<file path="config.mk">
export PLATFORM = sky130hd
export DESIGN_NAME = fib_seq_ctrl
export DESIGN_NICKNAME = d
export VERILOG_FILES = /design/src/rtl/fib_seq_ctrl.sv
export SDC_FILE = /design/constraint.sdc
export NUM_CORES = 1
export LEC_CHECK = 0
export ABC_AREA = 1
export CAP_MARGIN = 20
export CELL_PAD_IN_SITES_DETAIL_PLACEMENT = 0
export CELL_PAD_IN_SITES_GLOBAL_PLACEMENT = 1
export CORE_MARGIN = 2
export CORE_UTILIZATION = 36
export DETAILED_ROUTE_END_ITERATION = 10
export GPL_TIMING_DRIVEN = 0
export PLACE_DENSITY = 0.74
export SYNTH_ARGS = -nofsm -noshare
export SYNTH_HDL_FRONTEND = slang
export SYNTH_SLANG_ARGS = --single-unit
</file>
<file path="constraint.sdc">
create_clock -name clk -period 3.9 [get_ports clk]
set_clock_uncertainty 0.15 [all_clocks]
set_input_delay 0.39 -clock clk [delete_from_list [all_inputs] [get_ports clk]]
set_output_delay 0.39 -clock clk [all_outputs]
set_load 0.05 [all_outputs]
</file>
<file path="src/rtl/fib_seq_ctrl.sv">
// fib_seq_ctrl: clears a fibonacci generator, paces its requests against a small FIFO
// and streams the captured terms out with tlast on the final one.
module fib_seq_ctrl #(
  parameter int SEQ_BITS = 32,
  parameter int CNT_BITS = 16,
  parameter int DEPTH = 4
) (
  input  logic                clk,
  input  logic                rst,
  input  logic                cmd_valid,
  output logic                cmd_ready,
  input  logic [CNT_BITS-1:0] cmd_count,
  output logic                gen_rst,
  output logic                gen_next,
  input  logic [SEQ_BITS-1:0] gen_seq,
  input  logic                gen_seq_valid,
  output logic [SEQ_BITS-1:0] m_tdata,
  output logic                m_tvalid,
  input  logic                m_tready,
  output logic                m_tlast,
  output logic                busy,
  output logic                overflow
);
  localparam int AW = $clog2(DEPTH);
  localparam logic [AW:0] FULL = (AW+1)'(DEPTH);
  typedef enum logic [1:0] {IDLE, CLEAR, RUN, DRAIN} state_t;
  state_t state, state_nx;
  logic [CNT_BITS-1:0] count, issued, captured;
  logic [SEQ_BITS:0] mem [DEPTH];
  logic [AW-1:0] wptr, rptr;
  logic [AW:0] occ;
  logic [SEQ_BITS-1:0] prev;
  logic inflight, cap, pop, accept;
  always_comb begin
    cmd_ready = ~rst & (state == IDLE);
    accept = cmd_ready & cmd_valid & (cmd_count != '0);
    busy = state != IDLE;
    gen_rst = rst | (state == CLEAR);
    // in-flight term is reserved a FIFO slot so the FIFO can never overflow
    gen_next = ~rst & (state == RUN) & (issued < count) & (occ + {{AW{1'b0}}, inflight} < FULL);
    cap = gen_seq_valid & inflight;
    m_tvalid = ~rst & (occ != '0);
    pop = m_tvalid & m_tready;
    {m_tlast, m_tdata} = m_tvalid ? mem[rptr] : '0;
    case (state)
      IDLE:    state_nx = accept ? CLEAR : IDLE;
      CLEAR:   state_nx = RUN;
      RUN:     state_nx = (issued == count && !inflight) ? DRAIN : RUN;
      DRAIN:   state_nx = (occ == '0) ? IDLE : DRAIN;
      default: state_nx = IDLE;
    endcase
  end
  always_ff @(posedge clk) begin
    if (rst) begin
      state <= IDLE;
      occ <= '0;
      wptr <= '0;
      rptr <= '0;
      inflight <= 1'b0;
      overflow <= 1'b0;
      count <= '0;
      issued <= '0;
      captured <= '0;
      prev <= '0;
    end else begin
      state <= state_nx;
      inflight <= gen_next | (inflight & ~gen_seq_valid);
      occ <= occ + (AW+1)'(cap) - (AW+1)'(pop);
      if (cap) wptr <= wptr + AW'(1);
      if (pop) rptr <= rptr + AW'(1);
      if (accept) begin
        count <= cmd_count;
        overflow <= 1'b0;
      end
      if (state == CLEAR) begin
        issued <= '0;
        captured <= '0;
        prev <= '0;
      end else begin
        if (gen_next) issued <= issued + CNT_BITS'(1);
        if (cap) begin
          captured <= captured + CNT_BITS'(1);
          prev <= gen_seq;
          // a wrapped sum is always smaller than the term before it
          if (captured > CNT_BITS'(1) && gen_seq < prev) overflow <= 1'b1;
        end
      end
    end
  end
  always_ff @(posedge clk) if (cap) mem[wptr] <= {captured == count - CNT_BITS'(1), gen_seq};
endmodule

</file>
=== Yosys cells after proc, flatten, opt, wreduce, memory -nomap -nowiden ===
Memory sizes are Yosys's and may differ from the RTL's. A register that Yosys moved wholly into a read port is not among the register bits.
Index checks and enable logic that the tools add are counted.

* Word-level logic and storage cells: 64
* Flip-flop bits (word level): 91
* Bits in writable memories: 132
* Memories kept: 1

* Add/sub/neg operators: 8
* $lt $le $gt $ge: 4
* Equality and inequality tests: 5
* Reduce and logical (&&, ||, !) cells: 9
* Muxes and demuxes: 13
* Bitwise logic cells: 14

{| class="wikitable"
|+ Memory list
! memory !! depth !! width !! rd ports !! clocked after memory_dff !! write ports !! line !! text
|-
| mem || 4 || 33 || 1 || 1 || 1 || 29 || <nowiki>logic [SEQ_BITS:0] mem [DEPTH];</nowiki>
|}

{| class="wikitable"
|+ Operator list
! operator !! count
|-
| 2-to-1 mux 33 bit || 1
|-
| adder 16 x 1 -> 16 bit (second input constant) || 2
|-
| equality test 16 bit || 2
|-
| less-than comparator 32 bit || 1
|-
| greater-than comparator 16 x 1 -> 1 bit (second input constant) || 1
|-
| less-than comparator 16 bit || 1
|-
| nonzero test 16 bit || 1
|-
| subtractor 16 x 1 -> 16 bit (second input constant) || 1
|-
| AND 1 bit || 10
|-
| 2-to-1 mux 1 bit || 8
|-
| case mux 2 bit (4 select lines) || 1
|-
| adder 3 x 1 -> 3 bit || 2
|-
| 2-to-1 mux 2 bit || 3
|-
| adder 2 x 1 -> 2 bit (second input constant) || 2
|-
| equality test 2 bit (second input constant) || 2
|-
| zero test 3 bit || 1
|-
| less-than comparator 3 bit (second input constant) || 1
|-
| nonzero test 3 bit || 1
|-
| subtractor 3 x 1 -> 3 bit || 1
|-
| equality test 2 x 1 -> 1 bit (second input constant) || 1
|-
| logical AND 1 bit || 2
|-
| zero test 2 bit || 1
|-
| inverter 1 bit || 2
|-
| bitwise OR 1 bit || 2
|-
| other kinds (3) || 3
|}

=== Logic depth before layout (Yosys ltp) ===
Gate-level depths: netlist of the first run.

* Depth after elaboration: 8
* Depth in mapped cells: 15
* Gate-level depth less buffers: 15

=== Least setup slack after synthesis of the first run ===
OpenSTA, ideal clock, no wires.

* Kind: input-to-output
* Start point: input port rst
* End point: output port m_tdata[10]
* Stages: 5
* Data required time: 3.360 ns
* Arrival time: 2.524 ns
* Setup slack: 0.836 ns
* Path buffers: 2
* Cells stage by stage: clkbuf_1 -> nor2_1 -> inv_1 -> buf_2 -> a21oi_1

* Cells in the longest elaborated chain, start to end: 3

{| class="wikitable"
|+ RTL lines
! what !! line !! text
|-
| start: declaration || 9 || <nowiki>input logic rst,</nowiki>
|-
| inverter 1 bit || 42 || <nowiki>m_tvalid = ~rst & (occ != '0);</nowiki>
|-
| AND 1 bit || 42 ||
|-
| net m_tvalid || 18 || <nowiki>output logic m_tvalid,</nowiki>
|-
| 2-to-1 mux 33 bit || 44 || <nowiki>{m_tlast, m_tdata} = m_tvalid ? mem[rptr] : '0;</nowiki>
|-
| end: declaration || 17 || <nowiki>output logic [SEQ_BITS-1:0] m_tdata,</nowiki>
|}

The timed path passes the listed nets, and every way through them passes these cells.

==> results of run 1 <==
-- routing by layer --
metal | GRT usage | vias up | wire [um]
met5 | 0 | - | 0
met2 | 0.297 | 148 | 12300
met1 | 0.225 | 3778 | 12200
met4 | 0.0444 | 0 | 516
met3 | 0.0195 | 34 | 1010
li1 | - | 4195 | -
-- through the flow --
step / instance area [um^2] / power, mW / hold WS, ns
floorplan: 10600 / 3.37 / 0.283
global placement: 12000 / 3.79 / 0.294
detailed placement: 12100 / 3.80 / 0.299
CTS: 12900 / 5.98 / 0.308
global route: 12900 / 6.18 / 0.323
finish: 12900 / 5.93 / 0.305
-- repair_timing --
| item | 4_1_cts | 5_1_grt |
|---|---|---|
| setup endpoints to repair | 1 | 7 |
| pin swaps | 0 | 0 |
| gates resized for setup | 1 | 3 |
-- cell usage after synthesis, drive strengths merged (2+ instances only) --
cell | count | area (um^2)
xor2 | 15 | 131
edfxtp | 132 | 3960
o21a | 4 | 30.0
inv | 113 | 424
nand4 | 8 | 50.1
nor4 | 11 | 75.1
nor2 | 197 | 767
a21oi | 138 | 691
xnor3 | 3 | 67.6
xnor2 | 8 | 70.1
nand2 | 126 | 480
ha | 58 | 726
buf | 16 | 83.8
nand3 | 29 | 150
o21ai | 142 | 711
dfxtp | 93 | 1860
nor3b | 3 | 27.5
a31oi | 2 | 12.5
clkbuf | 31 | 116
nor3 | 19 | 111
-- layout by cell type, fill, tap and decap left out, types with 7 or more instances in the layout --
master / instances
nor2_1: 186
a21oi_1: 138
o21ai_0: 138
edfxtp_1: 132
nand2_1: 123
inv_1: 110
dfxtp_1: 93
clkdlybuf4s50_1: 91
ha_1: 58
clkbuf_1: 35
nand3_1: 28
clkbuf_16: 25
nor3_1: 17
xor2_1: 15
nor4_1: 10
xnor2_1: 8
nand4_1: 8
buf_2: 7
-- critical path: cells and delay by family, from the launching register on --
family,cells,cell delay [ns]
AO/OA/AOI/OAI,2,0.35
flip-flops,1,0.50
buffers and inverters,3,1.64
AND/OR/NAND/NOR,2,0.20
-- layout make-up --
cell class / count / area (um^2)
fillers: 2823 / 16000
flip-flops and latches: 225 / 5830
multi-input cells: 772 / 4210
repair buffers: 95 / 1010
clock buffers: 34 / 689
well taps: 384 / 480
inverters: 114 / 428
plain buffers: 47 / 204
clock inverters: 11 / 61.3
-- worst max path at each step --
stage	start	to	slack [ns]	depth (start not counted)
after global routing	flop	m_tdata[4]	0.009	7
final	flop	m_tdata[3]	0.16	7
after global placement	gen_seq_valid	mem[3][27]	-0.89	5
after CTS	flop	m_tlast	0.03	6
after floorplan	rst	m_tdata[10]	0.84	5
after detailed placement	rst	m_tdata[3]	0.18	7
-- kinds of logic after synthesis --
kind of cell	synth area share
flip-flops	0.548
adder cells (fa/ha/maj)	0.0701
AND/OR/NAND/NOR	0.158
AO/OA/AOI/OAI	0.139
buffers and inverters	0.0591
XOR/XNOR	0.0253
-- power by group --
group          internal, mW  switching (mW)  leakage [nW]
registers              2.55          0.0333          1.94
logic                 0.374           0.785          2.40
clock network          1.24           0.947         0.368
-- registers in the layout, indices dropped and copies added (netlist names), named ones only --
register and flops:
captured 16, count 16, inflight 1, issued 16, mem 132, occ 3
overflow 1, prev 32, rptr 2, state 2, wptr 2
==> qor.yml, run 1 <==
timing.rr.end: "occ[2]"
ios: 92
peakVddDrop_uv: 282
final-setup-viol-count: 0
crit_path_max_fanout: 10
syn_area_per_cell_um2: 9.18
layout.nets: 1392
cp_cell_sequence: "buf_2 -> buf_1 -> nor2_1 -> nor2_1 -> o21ai_0 -> a21oi_1 -> clkdlybuf4s50_1"
antenna_left: 0
fin_crit_ns: 3.74
end_kind: "output pin"
p_per_area_nw_per_um2: 459
synth_seq_area_share: 0.548
first_iter_violations: 367
max_stage_delay_ns: 0.85
worstHoldStart: "prev[7]"
reg2reg_depth: 10
port-buffer-count: 91
fin_ws_ns: 0.157
report.final.slew_viol_count: 0
async_reset_ff_frac: 0
n_antenna_cell: 0
crit_path_frequent_cell: "nor2_1"
yosysWarnings: 0
synth_cell_types: 43
overflow: 0
grt_pass1_wl_um: 41800
synthesis.nets: 1270
cts-root-buf: "clkbuf_16"
die_area_um2: 30900
grt_antenna_before_repair: 0
p_leak_nw: 4.71
grt_pass1_vias: 7933
yosys_register_bits: 225
areaGrowthSynthToFinish_pct: 21.4
r2r-start: "inflight"
start_util: 0.368
tritoncts: "done"
setup_tns_ns: 0
fp-row-count: 62
synth_edf_count: 132
dpl.cell_count: 1637
clock-sinks: 225
cts-buffers-inserted: 25
hp-class: "reg2reg"
post_cts.repair.setup_buffers: 0
worstPathArrival_ns: 3.20
tightest_slew_ns: 0.785
insertion_delay_ns: 0.52
hold_viol: 0
final_util: 0.447
clkTransAtPathRegs_ns: 0.06
routed_via_density: 4.85
dp_slack_ns: 0.178
gr-usage-all-layers: 0.170
final_layout_size_suffix_gt1_frac: 0.0586
htreeDepth: 1
ys.flop_type: "edfxtp_1"
crit_type: "reg2out"
start_kind: "flop"
core-area_um2: 28900
clockBufferDepth: 3
outcome: "finished clean"
slew_headroom: 0.477
holdPathStages: 2
min_period_over_period: 0.960
cts_hold_buf: 0
syn_inst: 1158
drcViolationCount: 0
instances_no_fill: 1682
syn_area_um2: 10600
die_h_um: 176
fp.dieW_um: 176
grt_start_max_net_pins: 30
vias: 8155
wl_per_cell_um: 15.5
min_to: "prev[7]"
crit_required_ns: 3.36
rsz0062_at_grt: "false"
drt_pass1_iterations: 4
maxCapViolCount: 0
slowest_stage: "clkdlybuf4s50_1"
wirelength_um: 26000
post-dp-hpwl_um: 18800
fmax_mhz: 267
globalplace.congestion: 0.800
r2r_setup_slack_ns: 0.81
Note: power is estimated with default switching activity, not from simulation.
==> inputs of run 2 (changes only) <==
- CORE_MARGIN: 2 -> 1.5
==> run 2 against run 1 <==
Critical path depth rose by 4. Utilization grew 0.31 points. Hold slack got worse by 0.00081 ns. Sequential share of layout area fell by 0.31 points. Clock power rose by 9%. Die area fell by 1.1%. Via count fell by 0.74%. Count of clock-buffer cells in the layout is 1 lower. Sequential power about the same. Power increased by 3.1%.
==> qor.yml, run 2 (synthesis results as in run 1) <==
insertion_delay_ns: 0.53
hold_viol: 0
r2r_setup_slack_ns: 0.82
routed_via_density: 4.81
clockBufferDepth: 3
start_util: 0.368
power_switching_mw: 1.78
wl_met3_um: 964
holdPathStages: 2
hold_slack_ns: 0.304
clock-sinks: 225
htreeDepth: 1
maxCapViolCount: 0
hp-class: "reg2reg"
r2r-start: "inflight"
tritoncts: "done"
min_period_over_period: 0.940
cellInternalPower_mw: 4.33
port-buffer-count: 91
clkTransAtPathRegs_ns: 0.06
outcome: "finished clean"
grt_start_max_net_pins: 31
peakVddDrop_uv: 331
crit_required_ns: 3.36
start_kind: "flop"
max_stage_delay_ns: 0.82
post_cts.repair.setup_buffers: 0
fin_ws_ns: 0.235
combPwrFrac: 0.189
final_util: 0.450
core-area_um2: 28900
grt_pass1_vias: 7898
p_clk_frac: 0.388
tightest_slew_ns: 0.810
globalplace.congestion: 0.799
fmax_mhz: 273
largest_register_ffs: 132
die_h_um: 175
min_to: "prev[4]"
crit_path_frequent_cell: "inv_1"
first_iter_violations: 361
wirelength_um: 25900
worstHoldStart: "prev[4]"
worstPathArrival_ns: 3.12
final-setup-viol-count: 0
register_area_um2: 5830
sw_frac_of_total: 0.291
wl_met2_um: 12400
rsz0062_at_grt: "false"
largest_register: "mem"
met1_length_um: 12100
report.final.slew_viol_count: 0
crit_type: "reg2out"
ios: 92
post-dp-hpwl_um: 18800
slew_headroom: 0.460
drt_pass1_iterations: 5
slowest_stage: "clkdlybuf4s50_1"
timing.rr.end: "occ[2]"
grt_antenna_before_repair: 0
fp-row-count: 62
cts_hold_buf: 0
layout_common_cells: "nor2_1 (186), a21oi_1 (138), o21ai_0 (138)"
cp_cell_sequence: "inv_1 -> ha_1 -> nand2_1 -> inv_1 -> o21ai_0 -> nand4_1 -> nor3_1 -> nand2_1 -> inv_1 -> buf_4 -> clkdlybuf4s50_1"
totalPowerFinal_mw: 6.11
n_antenna_cell: 0
vias: 8095
maxUsedRoutingLayer: "met4"
end_kind: "output pin"
layout.nets: 1391
overflow: 0
p_per_area_nw_per_um2: 470
fin_crit_ns: 3.66
nFillCells: 2790
cts-root-buf: "clkbuf_16"
grt_pass1_wl_um: 41800
p_leak_nw: 4.75
drcViolationCount: 0
multi_input_area_um2: 4210
dp_slack_ns: 0.155
cts-buffers-inserted: 25
fp.dieW_um: 175
crit_path_max_fanout: 10
areaGrowthSynthToFinish_pct: 22.2
die_area_um2: 30600
gr-usage-all-layers: 0.171
reg2reg_depth: 10
antenna_left: 0
final_layout_size_suffix_gt1_frac: 0.0586
top_regs: "mem: 132 flops, prev: 32 flops"
wl_per_cell_um: 15.4
p_seq_frac: 0.422
final_common_cell: "nor2_1"
## run 2: cell types whose count changed in the layout (fill, tap and decap cells not counted), sizes merged
cell,delta
bufinv,+2
inv,+1
clkbuf,-2
clkinvlp,-2
clkinv,+1
## run 2: cell type report
cell class,instances,share of cell area
flip-flops and latches,225,0.448
multi-input cells,772,0.324
repair buffers,95,0.0780
clock buffers,33,0.0543
well taps,384,0.0370
inverters,114,0.0329
plain buffers,46,0.0153
clock inverters,13,0.0101
## run 2: metal layers
layer	up-vias	GRT usage
li1	4182	-
met1	3742	0.226
met2	143	0.300
met3	28	0.0222
met4	0	0.0377
met5	-	0
## run 2: worst max-delay path by stage
stage | startpoint | to | slack, ns | depth (start not counted)
floorplan | rst | m_tdata[10] | 0.84 | 5
global placement | gen_seq_valid | mem[1][13] | -0.93 | 5
detailed placement | rst | m_tdata[3] | 0.15 | 7
CTS | flop | m_tdata[3] | 0.12 | 6
global route | flop | m_tdata[3] | 0.02 | 7
finish | count[13] | gen_next | 0.24 | 11
## run 2: stage by stage
| step | cells | TNS, ns | cell area, um^2 |
|---|---|---|---|
| finish | 1682 | 0 | 13000 |
| global route | 1682 | 0 | 13000 |
| CTS | 1683 | 0 | 13000 |
| detailed placement | 1637 | 0 | 12200 |
| global placement | 1633 | -111.95 | 12000 |
| floorplan | 1158 | 0 | 10600 |
## run 2: worst max-delay path: cells and delay by family (launching register included)
| family | cells | cell delay (ns) |
|---|---|---|
| buf+inv | 5 | 1.31 |
| simple gates | 4 | 0.43 |
| flops | 1 | 0.34 |
| fa+ha+maj | 1 | 0.32 |
| compound gates | 1 | 0.19 |
## run 2: repair_timing
action | 4_1_cts | 5_1_grt
endpoints found under the hold margin | 0 | 0
setup endpoints to repair | 1 | 1
gates resized for setup | 1 | 1
cloned | 0 | 0
## run 2: power by group through the flow
stage	Combinational, mW	Sequential (mW)	Clock [mW]
final	1.16	2.58	2.37
after global routing	1.28	2.59	2.52
after CTS	1.17	2.58	2.42
after detailed placement	1.17	2.63	0
after global placement	1.16	2.63	0
after floorplan	0.746	2.62	0
